===== src/rtl/intr_ctrl_if.sv =====
// ============================================================================
// Module   : intr_ctrl_if
// Brief    : CPU-side request/acknowledge bundle of the interrupt controller.
// Revision : 1.0
// ============================================================================
`default_nettype none

interface intr_ctrl_if #(
   parameter int WIDTH = 32
);
   logic             IE;
   logic             IntAck;
   logic             Eret;
   logic             IntR;
   logic [1:0]       IntNo;
   logic [WIDTH-1:0] IntAddr;
   logic [2:0]       Pending;
   logic [2:0]       InService;

   modport master (
      input  IE, IntAck, Eret,
      output IntR, IntNo, IntAddr, Pending, InService
   );

   modport slave (
      output IE, IntAck, Eret,
      input  IntR, IntNo, IntAddr, Pending, InService
   );
endinterface

`default_nettype wire


===== src/rtl/intr_ctrl.sv =====
// ============================================================================
// Module   : intr_ctrl
// Brief    : Three-source prioritised, nesting interrupt controller (C > B > A).
// Revision : 1.0
// ============================================================================
`default_nettype none

module intr_ctrl #(
   parameter int               WIDTH  = 32,
   parameter logic [WIDTH-1:0] ADDR_A = WIDTH'(32'h3498),
   parameter logic [WIDTH-1:0] ADDR_B = WIDTH'(32'h3544),
   parameter logic [WIDTH-1:0] ADDR_C = WIDTH'(32'h35f0)
) (
   input  wire logic       clk,
   input  wire logic       rst,
   input  wire logic       IRA,
   input  wire logic       IRB,
   input  wire logic       IRC,
   intr_ctrl_if.master     bus
);

   typedef enum logic [0:0] {
      ST_IDLE = 1'b0,
      ST_REQ  = 1'b1
   } state_t;

   state_t           state_q, state_d;
   logic [2:0]       s1_q, s1_d, s2_q, s2_d, s3_q, s3_d;
   logic [2:0]       pend_q, pend_d;
   logic [2:0]       insvc_q, insvc_d;
   logic             int_r_q, int_r_d;
   logic [1:0]       int_no_q, int_no_d;
   logic [WIDTH-1:0] int_addr_q, int_addr_d;
   logic             hold_q, hold_d;

   logic [2:0]       w_edge;
   logic [1:0]       w_cur;
   logic [1:0]       w_p;
   logic             w_eligible;

   function automatic logic [1:0] highest(input logic [2:0] v);
      if (v[2])      return 2'd3;
      else if (v[1]) return 2'd2;
      else if (v[0]) return 2'd1;
      else           return 2'd0;
   endfunction

   function automatic logic [2:0] onehot(input logic [1:0] n);
      case (n)
         2'd1:    return 3'b001;
         2'd2:    return 3'b010;
         2'd3:    return 3'b100;
         default: return 3'b000;
      endcase
   endfunction

   function automatic logic [WIDTH-1:0] addr_of(input logic [1:0] n);
      case (n)
         2'd1:    return ADDR_A;
         2'd2:    return ADDR_B;
         2'd3:    return ADDR_C;
         default: return '0;
      endcase
   endfunction

   always_comb begin
      s1_d       = {IRC, IRB, IRA};
      s2_d       = s1_q;
      s3_d       = s2_q;
      w_edge     = s2_q & ~s3_q;
      w_cur      = highest(insvc_q);
      w_p        = highest(pend_q);
      w_eligible = bus.IE && (w_p > w_cur);

      state_d    = state_q;
      int_r_d    = int_r_q;
      int_no_d   = int_no_q;
      int_addr_d = int_addr_q;
      pend_d     = pend_q;
      insvc_d    = insvc_q;
      hold_d     = 1'b0;

      // Eret retires the old top level before a same-cycle ack adds a new one.
      if (bus.Eret && (insvc_q != 3'b000)) begin
         insvc_d = insvc_q & ~onehot(w_cur);
         hold_d  = 1'b1;
      end

      case (state_q)
         ST_IDLE: begin
            // hold_q keeps IntR low for a cycle after any InService change.
            if (w_eligible && !hold_q) begin
               state_d    = ST_REQ;
               int_r_d    = 1'b1;
               int_no_d   = w_p;
               int_addr_d = addr_of(w_p);
            end
         end
         ST_REQ: begin
            if (bus.IntAck) begin
               insvc_d    = insvc_d | onehot(int_no_q);
               pend_d     = pend_q & ~onehot(int_no_q);
               hold_d     = 1'b1;
               state_d    = ST_IDLE;
               int_r_d    = 1'b0;
               int_no_d   = 2'd0;
               int_addr_d = '0;
            end else if (!w_eligible) begin
               state_d    = ST_IDLE;
               int_r_d    = 1'b0;
               int_no_d   = 2'd0;
               int_addr_d = '0;
            end else if (w_p > int_no_q) begin
               int_no_d   = w_p;
               int_addr_d = addr_of(w_p);
            end
         end
         default: begin
            state_d    = ST_IDLE;
            int_r_d    = 1'b0;
            int_no_d   = 2'd0;
            int_addr_d = '0;
         end
      endcase

      // A fresh edge beats a same-cycle clear of its pending bit.
      pend_d = pend_d | w_edge;
   end

   always_ff @(posedge clk or posedge rst) begin
      if (rst) begin
         state_q    <= ST_IDLE;
         s1_q       <= 3'b000;
         s2_q       <= 3'b000;
         s3_q       <= 3'b000;
         pend_q     <= 3'b000;
         insvc_q    <= 3'b000;
         int_r_q    <= 1'b0;
         int_no_q   <= 2'd0;
         int_addr_q <= '0;
         hold_q     <= 1'b0;
      end else begin
         state_q    <= state_d;
         s1_q       <= s1_d;
         s2_q       <= s2_d;
         s3_q       <= s3_d;
         pend_q     <= pend_d;
         insvc_q    <= insvc_d;
         int_r_q    <= int_r_d;
         int_no_q   <= int_no_d;
         int_addr_q <= int_addr_d;
         hold_q     <= hold_d;
      end
   end

   assign bus.IntR      = int_r_q;
   assign bus.IntNo     = int_no_q;
   assign bus.IntAddr   = int_addr_q;
   assign bus.Pending   = pend_q;
   assign bus.InService = insvc_q;

endmodule

`default_nettype wire


===== src/flat_wrapper.sv =====
// flat-port wrapper written by rule: the top's interface ports become plain ports
module intr_ctrl_flat 
#(
   parameter int               WIDTH  = 32,
   parameter logic [WIDTH-1:0] ADDR_A = WIDTH'(32'h3498),
   parameter logic [WIDTH-1:0] ADDR_B = WIDTH'(32'h3544),
   parameter logic [WIDTH-1:0] ADDR_C = WIDTH'(32'h35f0)
)
  (clk, rst, IRA, IRB, IRC, bus_IE, bus_IntAck, bus_Eret, bus_IntR, bus_IntNo, bus_IntAddr, bus_Pending, bus_InService);
  intr_ctrl_if #(.WIDTH(WIDTH)) bus_i ();
  input  wire logic clk;
  input  wire logic rst;
  input  wire logic IRA;
  input  wire logic IRB;
  input  wire logic IRC;
  input wire logic [$bits(bus_i.IE)-1:0] bus_IE;
  input wire logic [$bits(bus_i.IntAck)-1:0] bus_IntAck;
  input wire logic [$bits(bus_i.Eret)-1:0] bus_Eret;
  output wire logic [$bits(bus_i.IntR)-1:0] bus_IntR;
  output wire logic [$bits(bus_i.IntNo)-1:0] bus_IntNo;
  output wire logic [$bits(bus_i.IntAddr)-1:0] bus_IntAddr;
  output wire logic [$bits(bus_i.Pending)-1:0] bus_Pending;
  output wire logic [$bits(bus_i.InService)-1:0] bus_InService;
  assign bus_i.IE = bus_IE;
  assign bus_i.IntAck = bus_IntAck;
  assign bus_i.Eret = bus_Eret;
  assign bus_IntR = bus_i.IntR;
  assign bus_IntNo = bus_i.IntNo;
  assign bus_IntAddr = bus_i.IntAddr;
  assign bus_Pending = bus_i.Pending;
  assign bus_InService = bus_i.InService;
  intr_ctrl #(.WIDTH(WIDTH), .ADDR_A(ADDR_A), .ADDR_B(ADDR_B), .ADDR_C(ADDR_C)) u_core (.clk(clk), .rst(rst), .IRA(IRA), .IRB(IRB), .IRC(IRC), .bus(bus_i));
endmodule

===== config.mk =====
export PLATFORM = sky130hd
export DESIGN_NAME = intr_ctrl_flat
export DESIGN_NICKNAME = d
export VERILOG_FILES = /design/src/rtl/intr_ctrl_if.sv /design/src/rtl/intr_ctrl.sv /design/src/flat_wrapper.sv
export SDC_FILE = /design/constraint.sdc
export NUM_CORES = 1
export LEC_CHECK = 0
export CAP_MARGIN = 20
export CORE_UTILIZATION = 43
export DETAILED_ROUTE_END_ITERATION = 6
export HOLD_SLACK_MARGIN = 0.15
export PLACE_DENSITY_LB_ADDON = 0.12
export SLEW_MARGIN = 20
export SYNTH_ARGS = -nofsm -noshare
export SYNTH_HDL_FRONTEND = slang
export SYNTH_SLANG_ARGS = --single-unit

===== constraint.sdc =====
create_clock -name clk -period 2.5 [get_ports clk]
set_clock_uncertainty 0.05 [all_clocks]
set_input_delay 0.5 -clock clk [delete_from_list [all_inputs] [get_ports clk]]
set_output_delay 0.5 -clock clk [all_outputs]
set_load 0.01 [all_outputs]

==> run_results.csv <==
group,metric,value,unit
outcome,outcome,"finished, violations left",
outcome,violations,"design-rule violations",
pwr,power_frac_seq,38.6,%
detailed_routing,wl_per_cell,11.8,um
placed_design,portBuffers,26,
worst_hold_path,hold_class,"flip-flop to flip-flop",
detailed_routing,vias,861,
timing,finalHoldViolations,0,
detailed_routing,viasPerCell,4.84,
placed_design,dpl.hpwl,1.58,mm
timing,fin_setup_tns,0,ns
synthesis,netlist_instances,120,
synthesis,synth_top_cell_area_share,50.0,%
layout,n_antenna_cell,0,
timing,max_freq,479,MHz
setup_path,cp_slowest_cell,"dfrtp_1",
global_routing,grt_overflow,0,
synthesis,yosys_warnings,0,
timing,period_needed,2.09,ns
die,core-area,2810,um2
setup_path,max_stage_delay,0.42,ns
clocking,worstSkewPairLatency,0.33,ns
detailed_routing,drc,11,
setup_path,required,2.73,ns
setup_path,crit_chain,"inv_1, o21ai_0, inv_1, ha_1, nand2_1, o211ai_4, o32ai_4, a22o_1",
clocking,cts-root-buf,"clkbuf_4",
placed_design,place_congestion,0.836,
clocking,clkSlewWorstSetupHoldPaths,0.15,ns
clocking,cts_tree,"built",
timing,setup_viol_count_final,0,
clocking,cts-htree-levels,1,
synthesis,yosysTopAreaCell,"dfrtp_1",
setup_path,worstSetupPathType,"flip-flop to flip-flop",
synthesis,avgSynthCellArea,10.8,um2
pwr,switching_share,35.2,%
detailed_routing,drtIter0Drc,16,
clocking,hold_buffers,0,
layout,drive_gt1_share,8.16,%
synthesis,yosysMostFrequentCell,"buf_4",
pwr,p_sw,0.000596,W
die,num_rows,19,
detailed_routing,dr.pass1.iters,5,
die,die_h,57.0,um
detailed_routing,postRouteWirelength,2.10,mm
setup_path,crit_path_end_kind,"flip-flop",
setup_path,crit_top_cell,"inv_1",
layout,nNetsFinal,160,
layout,fin_util,55.3,%
synthesis,netlist_area,1300,um2
die,die_area,3250,um2
setup_path,worstPathArrival,2.32,ns
die,die_x,57.0,um
setup_path,path_buf_inv,2,
setup_path,path_delay_family,"compound AO/OA/AOI/OAI gates",
pwr,powerDensity,1090,nW/um2
clocking,cts_buffers,3,
synthesis,ys_ff_latch,26,
pwr,combPwrFrac,44.5,%
synthesis,synthTopCellsByCount,"27 x buf_4, 26 x dfrtp_1, 15 x inv_1, 10 x o21ai_0, 8 x nand2_1",
clocking,post_cts_resized,0,
pwr,p_int,0.00110,W
global_routing,grt_pass1_wl,3.58,mm
clocking,cts_setup_buffers,0,
layout,synthToLayoutAreaGrowth,19.2,%
global_routing,antenna_found_initial,0,
timing,rsz0062_at_grt,"false",
timing,drv_slew,0,
synthesis,ys.flop_type,"dfrtp_1",
detailed_routing,ant_nets,0,
pwr,leakage,0.752,nW
global_routing,grt_max_degree,27,
global_routing,grt_pass1_vias,795,
synthesis,synth_edf_count,0,
global_routing,track_usage,14.5,%
clocking,clock-sinks,26,
setup_path,setup.worst_path.start_class,"flip-flop",
die,start_util,46.4,%
timing,period_share,83.6,%
setup_path,crit_fanout,8,
die,pin_count,49,
synthesis,synth.area.top_cells,"dfrtp_1 50%, buf_4 16%, inv_1 4.3%",
pwr,vdd_drop_max,598,uV
clocking,cts.path.max_buffers,2,
run,cap_violations,0,
synthesis,yosys.cell_types.count,25,
pwr,clock_power_share,16.9,%
synthesis,seq_area_frac_synth,50.0,%
synthesis,synthArstFlopShare,100,%
final cells by class:
cell class                      instances  area (um2)
Clock inverter                          1        30.0
Timing Repair Buffer                   29         283
Fill cell                             265        1250
Clock buffer                            3        22.5
Tap cell                               31        38.8
Sequential cell                        26         651
Multi-Input combinational cell         73         470
Inverter                               15        56.3
through the flow:
stage | power [W] | instances | area (um2) | hold WS [ns] | setup WS, ns
2_1_floorplan | 0.00115 | 141 | 1380 | 0.281 | 0.457
3_3_place_gp | 0.00141 | 174 | 1500 | 0.287 | 0.435
3_5_place_dp | 0.00142 | 174 | 1500 | 0.288 | 0.436
4_1_cts | 0.00171 | 178 | 1550 | 0.325 | 0.397
5_1_grt | 0.00181 | 178 | 1550 | 0.340 | 0.238
6_report | 0.00169 | 178 | 1550 | 0.321 | 0.410
cell families after synthesis:
| group | after synthesis | share of synthesized area, % |
|---|---|---|
| fa+ha+maj | 4 | 3.85 |
| other cells | 1 | 0.288 |
| compound gates | 25 | 17.7 |
| simple gates | 22 | 8.27 |
| buf+inv | 42 | 19.9 |
| flops | 26 | 50.0 |
flip-flops by register name, indices dropped and copies added, names as in the netlist:
signal                flops
u_core.s3_q               3
u_core.bus.InService      3
u_core.bus.IntAddr        6
u_core.bus.IntR           1
u_core.bus.Pending        3
u_core.state_q            1
u_core.s2_q               3
u_core.bus.IntNo          2
u_core.hold_q             1
u_core.s1_q               3
routing by layer:
layer	share of wire (%)	GRT usage [%]
met5	0	0
met4	0.67	3.14
met3	5.3	4.08
met2	50	25.7
met1	44	17.5
final timing paths:
kind                                  startpoint               endpoint  slack (ns)  depth (start not counted)
max                        u_core.bus.Pending[0]    u_core.bus.IntNo[1]        0.41                          8
min in group asynchronous                    rst          u_core.hold_q        0.46                          3
max in group asynchronous                    rst  u_core.bus.Pending[2]        1.68                          3
min                               u_core.s1_q[1]         u_core.s2_q[1]        0.32                          0
min reg2reg                       u_core.s1_q[1]         u_core.s2_q[1]        0.32                          0
max reg2reg                u_core.bus.Pending[0]    u_core.bus.IntNo[1]        0.41                          8
placed cells by master (no fill, tap or decap), types with 2 or more instances in the layout:
cell / instances
o21ai_0: 10
dfrtp_1: 26
inv_1: 15
nand4_1: 2
nand2_1: 8
conb_1: 22
nand2b_1: 2
nor2_1: 4
buf_4: 3
a32o_1: 2
ha_1: 4
clkbuf_4: 3
clkdlybuf4s50_1: 26
a22o_1: 6
power groups by stage:
stage	logic (W)	clock network [W]	registers [W]
floorplan	0.000489	0	0.000664
global placement	0.000755	0	0.000658
detailed placement	0.000752	0	0.000666
CTS	0.000760	0.000295	0.000655
global route	0.000825	0.000313	0.000675
finish	0.000753	0.000286	0.000654
Note: power is estimated with default switching activity, not from simulation.
